File: src/rtl/hazard_ctrl_pkg.sv
// Shared types and constants for the hazard controller.
package hazard_pkg;

    // Widest register address a scoreboard entry can hold; RA_W must not exceed it.
    localparam int ADDR_MAX = 16;

    // Value at which the event counters stop counting.
    localparam logic [31:0] CNT_SAT = 32'hFFFF_FFFF;

    typedef struct packed {
        logic                v;
        logic [ADDR_MAX-1:0] wreg;
        logic                ld;
    } sb_entry_t;

    localparam sb_entry_t SB_BUBBLE = '0;

    // Forwarding select width: encodes 0 (register file) plus stages 1..depth.
    function automatic int sel_w(input int depth);
        return $clog2(depth + 1);
    endfunction

endpackage

File: src/rtl/hazard_ctrl_if.sv
// Decode-side request and hazard response signals of the hazard controller.
interface hazard_ctrl_if
    import hazard_pkg::*;
#(
    parameter int RA_W  = 5,
    parameter int NSRC  = 2,
    parameter int DEPTH = 3
);
    localparam int SEL_W = sel_w(DEPTH);

    logic                    dec_valid;
    logic [NSRC*RA_W-1:0]    dec_src_addr;
    logic [NSRC-1:0]         dec_src_used;
    logic [RA_W-1:0]         dec_wreg;
    logic                    dec_is_load;
    logic                    redirect;

    logic                    issue;
    logic                    stall;
    logic                    flush;
    logic [NSRC*SEL_W-1:0]   fwd_sel;
    logic [31:0]             stall_cnt;
    logic [31:0]             flush_cnt;

    modport master (
        output dec_valid, dec_src_addr, dec_src_used, dec_wreg, dec_is_load, redirect,
        input  issue, stall, flush, fwd_sel, stall_cnt, flush_cnt
    );

    modport slave (
        input  dec_valid, dec_src_addr, dec_src_used, dec_wreg, dec_is_load, redirect,
        output issue, stall, flush, fwd_sel, stall_cnt, flush_cnt
    );

endinterface

File: src/rtl/hazard_ctrl_fwd_match.sv
// Priority match of one source operand against the scoreboard: picks the
// youngest producer and flags a load whose data is not yet on a result bus.
module fwd_match
    import hazard_pkg::*;
#(
    parameter int RA_W       = 5,
    parameter int DEPTH      = 3,
    parameter int LOAD_READY = 2,
    parameter int SEL_W      = 2
) (
    input  sb_entry_t        sb [1:DEPTH],
    input  logic [RA_W-1:0]  src_addr,
    input  logic             src_used,
    output logic [SEL_W-1:0] sel,
    output logic             hazard
);

    // Scan oldest to youngest so the youngest match overrides older ones.
    always_comb begin
        sel    = '0;
        hazard = 1'b0;
        for (int k = DEPTH; k >= 1; k--) begin
            if (src_used && sb[k].v && (sb[k].wreg != '0) &&
                (sb[k].wreg == ADDR_MAX'(src_addr))) begin
                sel    = SEL_W'(k);
                hazard = sb[k].ld && (k < LOAD_READY);
            end
        end
    end

endmodule

File: src/rtl/hazard_ctrl.sv
// Pipeline hazard controller: scoreboard of in-flight writers, operand
// forwarding selects, load-use stall, redirect flush and event counters.
module hazard_ctrl
    import hazard_pkg::*;
#(
    parameter int RA_W         = 5,
    parameter int DEPTH        = 3,
    parameter int NSRC         = 2,
    parameter int LOAD_READY   = 2,
    parameter int FLUSH_CYCLES = 1
) (
    input  logic         sysclk,
    input  logic         cpu_reset,
    hazard_ctrl_if.slave bus
);

    localparam int SEL_W = sel_w(DEPTH);
    localparam int FC_W  = 2;

    sb_entry_t             sb [1:DEPTH];
    logic [FC_W-1:0]       flush_left;
    logic [NSRC-1:0]       op_hazard;
    logic [NSRC*SEL_W-1:0] sel_raw;
    logic                  hazard;
    logic                  flush_int;
    logic                  stall_int;
    logic                  issue_int;
    logic [31:0]           stall_cnt_q;
    logic [31:0]           flush_cnt_q;

    genvar i;
    generate
        for (i = 0; i < NSRC; i++) begin : g_op
            fwd_match #(
                .RA_W       (RA_W),
                .DEPTH      (DEPTH),
                .LOAD_READY (LOAD_READY),
                .SEL_W      (SEL_W)
            ) u_match (
                .sb       (sb),
                .src_addr (bus.dec_src_addr[i*RA_W +: RA_W]),
                .src_used (bus.dec_src_used[i]),
                .sel      (sel_raw[i*SEL_W +: SEL_W]),
                .hazard   (op_hazard[i])
            );
        end
    endgenerate

    // All outputs are forced quiet while reset is held, even mid-stall or mid-flush.
    assign hazard    = |op_hazard;
    assign flush_int = ~cpu_reset & (bus.redirect | (flush_left != '0));
    assign stall_int = ~cpu_reset & bus.dec_valid & hazard & ~flush_int;
    assign issue_int = ~cpu_reset & bus.dec_valid & ~hazard & ~flush_int;

    assign bus.flush     = flush_int;
    assign bus.stall     = stall_int;
    assign bus.issue     = issue_int;
    assign bus.fwd_sel   = cpu_reset ? '0 : sel_raw;
    assign bus.stall_cnt = stall_cnt_q;
    assign bus.flush_cnt = flush_cnt_q;

    // Scoreboard shift: issued instruction enters stage 1, otherwise a bubble.
    always_ff @(posedge sysclk or posedge cpu_reset) begin
        if (cpu_reset) begin
            for (int k = 1; k <= DEPTH; k++) sb[k] <= SB_BUBBLE;
        end else begin
            if (issue_int) begin
                sb[1] <= '{v: 1'b1, wreg: ADDR_MAX'(bus.dec_wreg), ld: bus.dec_is_load};
            end else begin
                sb[1] <= SB_BUBBLE;
            end
            for (int k = 2; k <= DEPTH; k++) sb[k] <= sb[k-1];
        end
    end

    // Remaining flush cycles after a redirect; a new redirect restarts the count.
    always_ff @(posedge sysclk or posedge cpu_reset) begin
        if (cpu_reset) begin
            flush_left <= '0;
        end else if (bus.redirect) begin
            flush_left <= FC_W'(FLUSH_CYCLES - 1);
        end else if (flush_left != '0) begin
            flush_left <= flush_left - 1'b1;
        end
    end

    // Saturating stall and flush event counters.
    always_ff @(posedge sysclk or posedge cpu_reset) begin
        if (cpu_reset) begin
            stall_cnt_q <= '0;
            flush_cnt_q <= '0;
        end else begin
            if (stall_int && (stall_cnt_q != CNT_SAT)) stall_cnt_q <= stall_cnt_q + 32'd1;
            if (flush_int && (flush_cnt_q != CNT_SAT)) flush_cnt_q <= flush_cnt_q + 32'd1;
        end
    end

endmodule

File: src/flat_wrapper.sv
// flat-port wrapper written by rule: the top's interface ports become plain ports
module hazard_ctrl_flat import hazard_pkg::*;
#(
    parameter int RA_W         = 5,
    parameter int DEPTH        = 3,
    parameter int NSRC         = 2,
    parameter int LOAD_READY   = 2,
    parameter int FLUSH_CYCLES = 1
)
  (sysclk, cpu_reset, bus_dec_valid, bus_dec_src_addr, bus_dec_src_used, bus_dec_wreg, bus_dec_is_load, bus_redirect, bus_issue, bus_stall, bus_flush, bus_fwd_sel, bus_stall_cnt, bus_flush_cnt);
  hazard_ctrl_if #(.RA_W(RA_W), .NSRC(NSRC), .DEPTH(DEPTH)) bus_i ();
  input  logic sysclk;
  input  logic cpu_reset;
  input wire logic [$bits(bus_i.dec_valid)-1:0] bus_dec_valid;
  input wire logic [$bits(bus_i.dec_src_addr)-1:0] bus_dec_src_addr;
  input wire logic [$bits(bus_i.dec_src_used)-1:0] bus_dec_src_used;
  input wire logic [$bits(bus_i.dec_wreg)-1:0] bus_dec_wreg;
  input wire logic [$bits(bus_i.dec_is_load)-1:0] bus_dec_is_load;
  input wire logic [$bits(bus_i.redirect)-1:0] bus_redirect;
  output wire logic [$bits(bus_i.issue)-1:0] bus_issue;
  output wire logic [$bits(bus_i.stall)-1:0] bus_stall;
  output wire logic [$bits(bus_i.flush)-1:0] bus_flush;
  output wire logic [$bits(bus_i.fwd_sel)-1:0] bus_fwd_sel;
  output wire logic [$bits(bus_i.stall_cnt)-1:0] bus_stall_cnt;
  output wire logic [$bits(bus_i.flush_cnt)-1:0] bus_flush_cnt;
  assign bus_i.dec_valid = bus_dec_valid;
  assign bus_i.dec_src_addr = bus_dec_src_addr;
  assign bus_i.dec_src_used = bus_dec_src_used;
  assign bus_i.dec_wreg = bus_dec_wreg;
  assign bus_i.dec_is_load = bus_dec_is_load;
  assign bus_i.redirect = bus_redirect;
  assign bus_issue = bus_i.issue;
  assign bus_stall = bus_i.stall;
  assign bus_flush = bus_i.flush;
  assign bus_fwd_sel = bus_i.fwd_sel;
  assign bus_stall_cnt = bus_i.stall_cnt;
  assign bus_flush_cnt = bus_i.flush_cnt;
  hazard_ctrl #(.RA_W(RA_W), .DEPTH(DEPTH), .NSRC(NSRC), .LOAD_READY(LOAD_READY), .FLUSH_CYCLES(FLUSH_CYCLES)) u_core (.sysclk(sysclk), .cpu_reset(cpu_reset), .bus(bus_i));
endmodule
File: config.mk
export PLATFORM = sky130hd
export DESIGN_NAME = hazard_ctrl_flat
export DESIGN_NICKNAME = d
export VERILOG_FILES = /design/src/rtl/hazard_ctrl_pkg.sv /design/src/rtl/hazard_ctrl_if.sv /design/src/rtl/hazard_ctrl_fwd_match.sv /design/src/rtl/hazard_ctrl.sv /design/src/flat_wrapper.sv
export SDC_FILE = /design/constraint.sdc
export NUM_CORES = 1
export LEC_CHECK = 0
export ABC_AREA = 1
export BUFFER_PORTS_ARGS = -buffer_cell sky130_fd_sc_hd__clkbuf_2
export CORE_MARGIN = 4
export CORE_UTILIZATION = 58
export DETAILED_ROUTE_END_ITERATION = 10
export MAX_ROUTING_LAYER = met4
export PLACE_DENSITY = 0.82
export SLEW_MARGIN = 10
export SYNTH_ARGS = -nofsm -noshare
export SYNTH_HDL_FRONTEND = slang
export SYNTH_SLANG_ARGS = --single-unit
File: constraint.sdc
create_clock -name sysclk -period 10 [get_ports sysclk]
set_input_delay 1 -clock sysclk [delete_from_list [all_inputs] [get_ports sysclk]]
set_output_delay 1 -clock sysclk [all_outputs]
set_load 0.03 [all_outputs]
# Word level (Yosys, flattened, before mapping)

Cells that the tools add are included.

Bits in registers: 118
Word-level logic and storage cells: 69
Output and inout port bits: 71

Multiplexer cells: 12
Eq/ne operators: 8
Bitwise logic cells: 10
Add/sub/neg operators: 3
Reduce and logical (&&, ||, !) cells: 26

Operators with widths:

| operator                                          | number |
|---|---|
| == test 16 x 5 -> 1 bit                           | 6 |
| adder 32 x 1 -> 32 bit (second input constant)    | 2 |
| inequality test 32 bit (second input constant)    | 2 |
| nonzero test 16 bit                               | 3 |
| logical AND 1 bit                                 | 20 |
| 2-to-1 mux 18 bit                                 | 1 |
| 2-to-1 mux 2 bit                                  | 8 |
| AND 1 bit                                         | 6 |
| 2-to-1 mux 4 bit                                  | 1 |
| nonzero test 2 bit                                | 2 |
| NOT 1 bit                                         | 3 |
| 2-to-1 mux 1 bit                                  | 2 |
| OR reduction 2 bit                                | 1 |
| subtractor 2 x 1 -> 2 bit (second input constant) | 1 |
| OR 1 bit                                          | 1 |

# Logic depth before layout (Yosys ltp)

Depth after elaboration: 9
Gate-level depth with buffers: 12

# Modules after synthesis

Synthesis repeated with hierarchy kept, for this count alone.

Cells, all modules: 1056
Area total of the unflattened synthesis: 6269.8 µm²

By module, submodules not included:

| module      | cells an instance | instances | area each (µm²) |
|---|---|---|---|
| hazard_ctrl | 752               | 1         | 5066.1 |
| fwd_match   | 152               | 2         | 601.8 |

# Worst setup path after synthesis

OpenSTA, ideal clock, no wires.

Kind: input -> output
From: input cpu_reset
To: output bus_stall
Stages: 5
Buffers on the path: 0
Arrival: 3.986 ns
Slack: 5.014 ns
Cell sequence: inv_1 nand2_1 nor2_2 inv_1 a21oi_1

Cells in the longest elaborated chain, start to end: 4

Ends and longest elaborated chain:

| what                                   | RTL line                             | text |
|---|---|---|
| start: declaration                     | flat_wrapper.sv:13                   | `input logic cpu_reset;` |
| NOT 1 bit *                            | hazard_ctrl.sv:51, hazard_ctrl.sv:52 |  |
| AND 1 bit, on equally long branches    | hazard_ctrl.sv:52, hazard_ctrl.sv:51 |  |
| AND 1 bit or NOT 1 bit (tied branches) | hazard_ctrl.sv:52                    | `assign stall_int = ~cpu_reset & bus.dec_valid & hazard & ~flush_int;` |
| AND 1 bit *                            | hazard_ctrl.sv:52                    |  |
| end: declaration                       | flat_wrapper.sv:21                   | `output wire logic [$bits(bus_i.stall)-1:0] bus_stall;` |

Every way passes the cells marked *; elsewhere a longest branch is shown, timed or not.

# Worst setup path after layout

From: input bus_redirect
To: output bus_stall

Cells in the longest elaborated chain, start to end: 4

Ends and longest elaborated chain:

| what               | RTL line           | text |
|---|---|---|
| start: declaration | flat_wrapper.sv:19 | `input wire logic [$bits(bus_i.redirect)-1:0] bus_redirect;` |
| OR 1 bit           | hazard_ctrl.sv:51  | `assign flush_int = ~cpu_reset & (bus.redirect \| (flush_left != '0));` |
| AND 1 bit          | hazard_ctrl.sv:51  |  |
| NOT 1 bit          | hazard_ctrl.sv:52  |  |
| AND 1 bit          | hazard_ctrl.sv:52  |  |

No other way between the ends.

==> summary.md <==
| Metric | Value |
|---|---|
| Outcome | finished clean |
| Clock latency on the worst-skew pair | 360 ps |
| Root Driver | clkbuf_8 |
| Synth Warn # | 0 |
| Vias | 5603 |
| Net Count, Synth | 864 |
| Pwr/cell area | 136 mW/mm² |
| Post-Place Cells | 1045 |
| Initial antenna violation count | 0 |
| Slew Viols, Final | 0 |
| Ant. Diodes | 0 |
| RSZ-0062 raised after global routing | false |
| Dpl cell area | 0.00614 mm² |
| Hpwl dp | 10900 µm |
| Synthesis-stage register bit count | 85 |
| Crit path cell chain | clkbuf_2 -> nor2_1 -> inv_1 -> nor2_2 -> buf_4 -> inv_1 -> a21oi_1 -> clkbuf_2 |
| CTS tree | done |
| Worst hold margin | 418 ps |
| Total Nets Final | 952 |
| Final worst slack | 6520 ps |
| Post-synth top area share | 37.9% |
| Post-CTS setup repair buffer count | 0 |
| DIE AREA | 0.0113 mm² |
| Routed Antenna Nets | 0 |
| TritonCTS Buffers | 9 |
| Worst-margin pin slew | 1060 ps |
| Share of post-route cells with drive strength above 1 | 14.6% |
| Port Buf Inserts | 92 |
| CP peak stage delay | 380 ps |
| Detailed Routing Iterations Pass 1 | 5 |
| Setup violations, final | 0 |
| Overall Global Routing Usage | 27.4% |
| Via density | 5.29 |
| Fmax | 287 MHz |
| Hold-fix buffers, CTS | 0 |
| Die W | 106 µm |
| Post-synthesis sequential area ratio | 37.9% |
| Worst Setup End Kind | output pin |
| Crit start category | input port |
| Peak supply drop | 0.0000876 V |
| Clock Skews | 12.6 ps |
| Slowest CP cell | buf_4 |
| Post-cts resize count | 0 |
| CTS sink count | 85 |
| Cells after synthesis | 839 |
| H-tree depth | 3 |
| Layout Cells excl Fill | 1060 |
| Most area-hungry cell type in the Yosys netlist | dfrtp_1 |
| Drt wl/cell | 13.9 µm |
| Vias in the first global route | 5020 |
| Fin util | 67.8% |
| Clock Pin Slew Worst Setup and Hold Paths | 80 ps |
| Area of the mapped netlist | 0.00562 mm² |
| Area grow syn2layout | 12.6% |
| TNS Setup | 0 ps |
| Syn_area_per_cell | 6.69 µm² |
| Die Ht | 106 µm |
| Largest net degree at the start of global routing | 83 |
| Cell area after layout | 0.00632 mm² |
| Critical Path Fanout Max | 36 |
| Arr. time, crit path | 2480 ps |
| First-pass GRT wire length | 24500 µm |
| Static Leak | 3.16 nW |
| HP Class | reg -> reg |
| Crit-path leading delay family | buffers and inverters |
| Post-route clock period utilization | 34.8% |
| Detailed Route Iter0 Violations | 341 |
| Slew headroom | 29.3% |
| Distinct cells, synth | 34 |
| Fin crit period | 3480 ps |
| Post-Route WL | 14800 µm |
| Setup WS pre-CTS | 6540 ps |
| Row Count | 35 |
| Fin. Hold Viols | 0 |
| Core Box Area | 0.00933 mm² |
| Total gr overflow | 0 |
| Remaining DRCs | 0 |
| Tot Pwr | 0.858 mW |
| Most frequent cells in the layout | 363 x nand2_1, 100 x nor2_1, 92 x clkbuf_2 |
| Starting Density | 60.2% |
| Synth top area cells | dfrtp_1 38%, nand2_1 24%, nor2_1 6.7% |
| Buf/Inv on CP | 5 |
| Commonest non-fill, non-tap cell in the layout | nand2_1 |
| Routability Congestion | 0.958 |
| # IOs | 93 |
| Req. time, crit path | 9000 ps |
| Clock Tree Buf Depth | 2 |
| Critical path class | in -> out |
| Max-cap viol count | 0 |
[synthesized netlist by cell type, drive strengths merged]
cell and instances:
nand2 367, nor2 105, dfrtp 85, inv 80, nand4 43, nand3 29, xor2 21, o21ai 18
nand3b 17, nor3 16, buf 12, xnor2 12, a21oi 9, clkbuf 6, nor3b 6, o22ai 5
ha 3, or2 2, and2 1, o211ai 1, o31ai 1
[path summary, 6_finish.rpt]
path                                          from                  endpoint  slack, ps  depth (start not counted)
max in group asynchronous                cpu_reset   u_core.bus.stall_cnt[8]       8250                          3
max reg2reg                u_core.bus.stall_cnt[0]  u_core.bus.stall_cnt[28]       7060                          9
min reg2reg                          u_core.sb[35]             u_core.sb[17]        420                          0
min                                  u_core.sb[35]             u_core.sb[17]        420                          0
max                                   bus_redirect                 bus_stall       6520                          8
min in group asynchronous                cpu_reset             u_core.sb[17]        530                          2
[cell type report]
type	instances	area (µm²)
fill	878	3010
tap	129	161
inverter	80	304
timing repair buffer	95	483
sequential	85	2130
multi-input combinational	656	3070
clock inverter	4	50.0
clock buffer	11	131
[per-layer routing]
metal | GRT usage (%) | share of wire, % | up-vias
met1 | 38.2 | 46 | 2580
met3 | 3.64 | 6.0 | 13
met4 | 7.49 | 1.1 | 0
li1 | - | - | 2825
met5 | - | 0 | -
met2 | 42.4 | 47 | 185
[where the power goes]
| part | switching (mW) | internal (mW) |
|---|---|---|
| Combinational | 0.150 | 0.0600 |
| Sequential | 0.0357 | 0.373 |
| Clock | 0.126 | 0.114 |
| Total | 0.311 | 0.547 |
[flip-flops by register name, indices dropped and copies added (netlist names)]
register              flops
u_core.bus.stall_cnt     32
u_core.sb                19
u_core.bus.flush_cnt     32
u_core.flush_left         2
[logic make-up after synthesis]
family	after synthesis	synth area share (%)
AND/OR/NAND/NOR	586	45.1
buffers and inverters	98	7.53
flip-flops	85	37.9
XOR/XNOR	33	5.15
adder cells (fa/ha/maj)	3	0.669
AO/OA/AOI/OAI	34	3.63
Note: power is estimated with default switching activity, not from simulation.
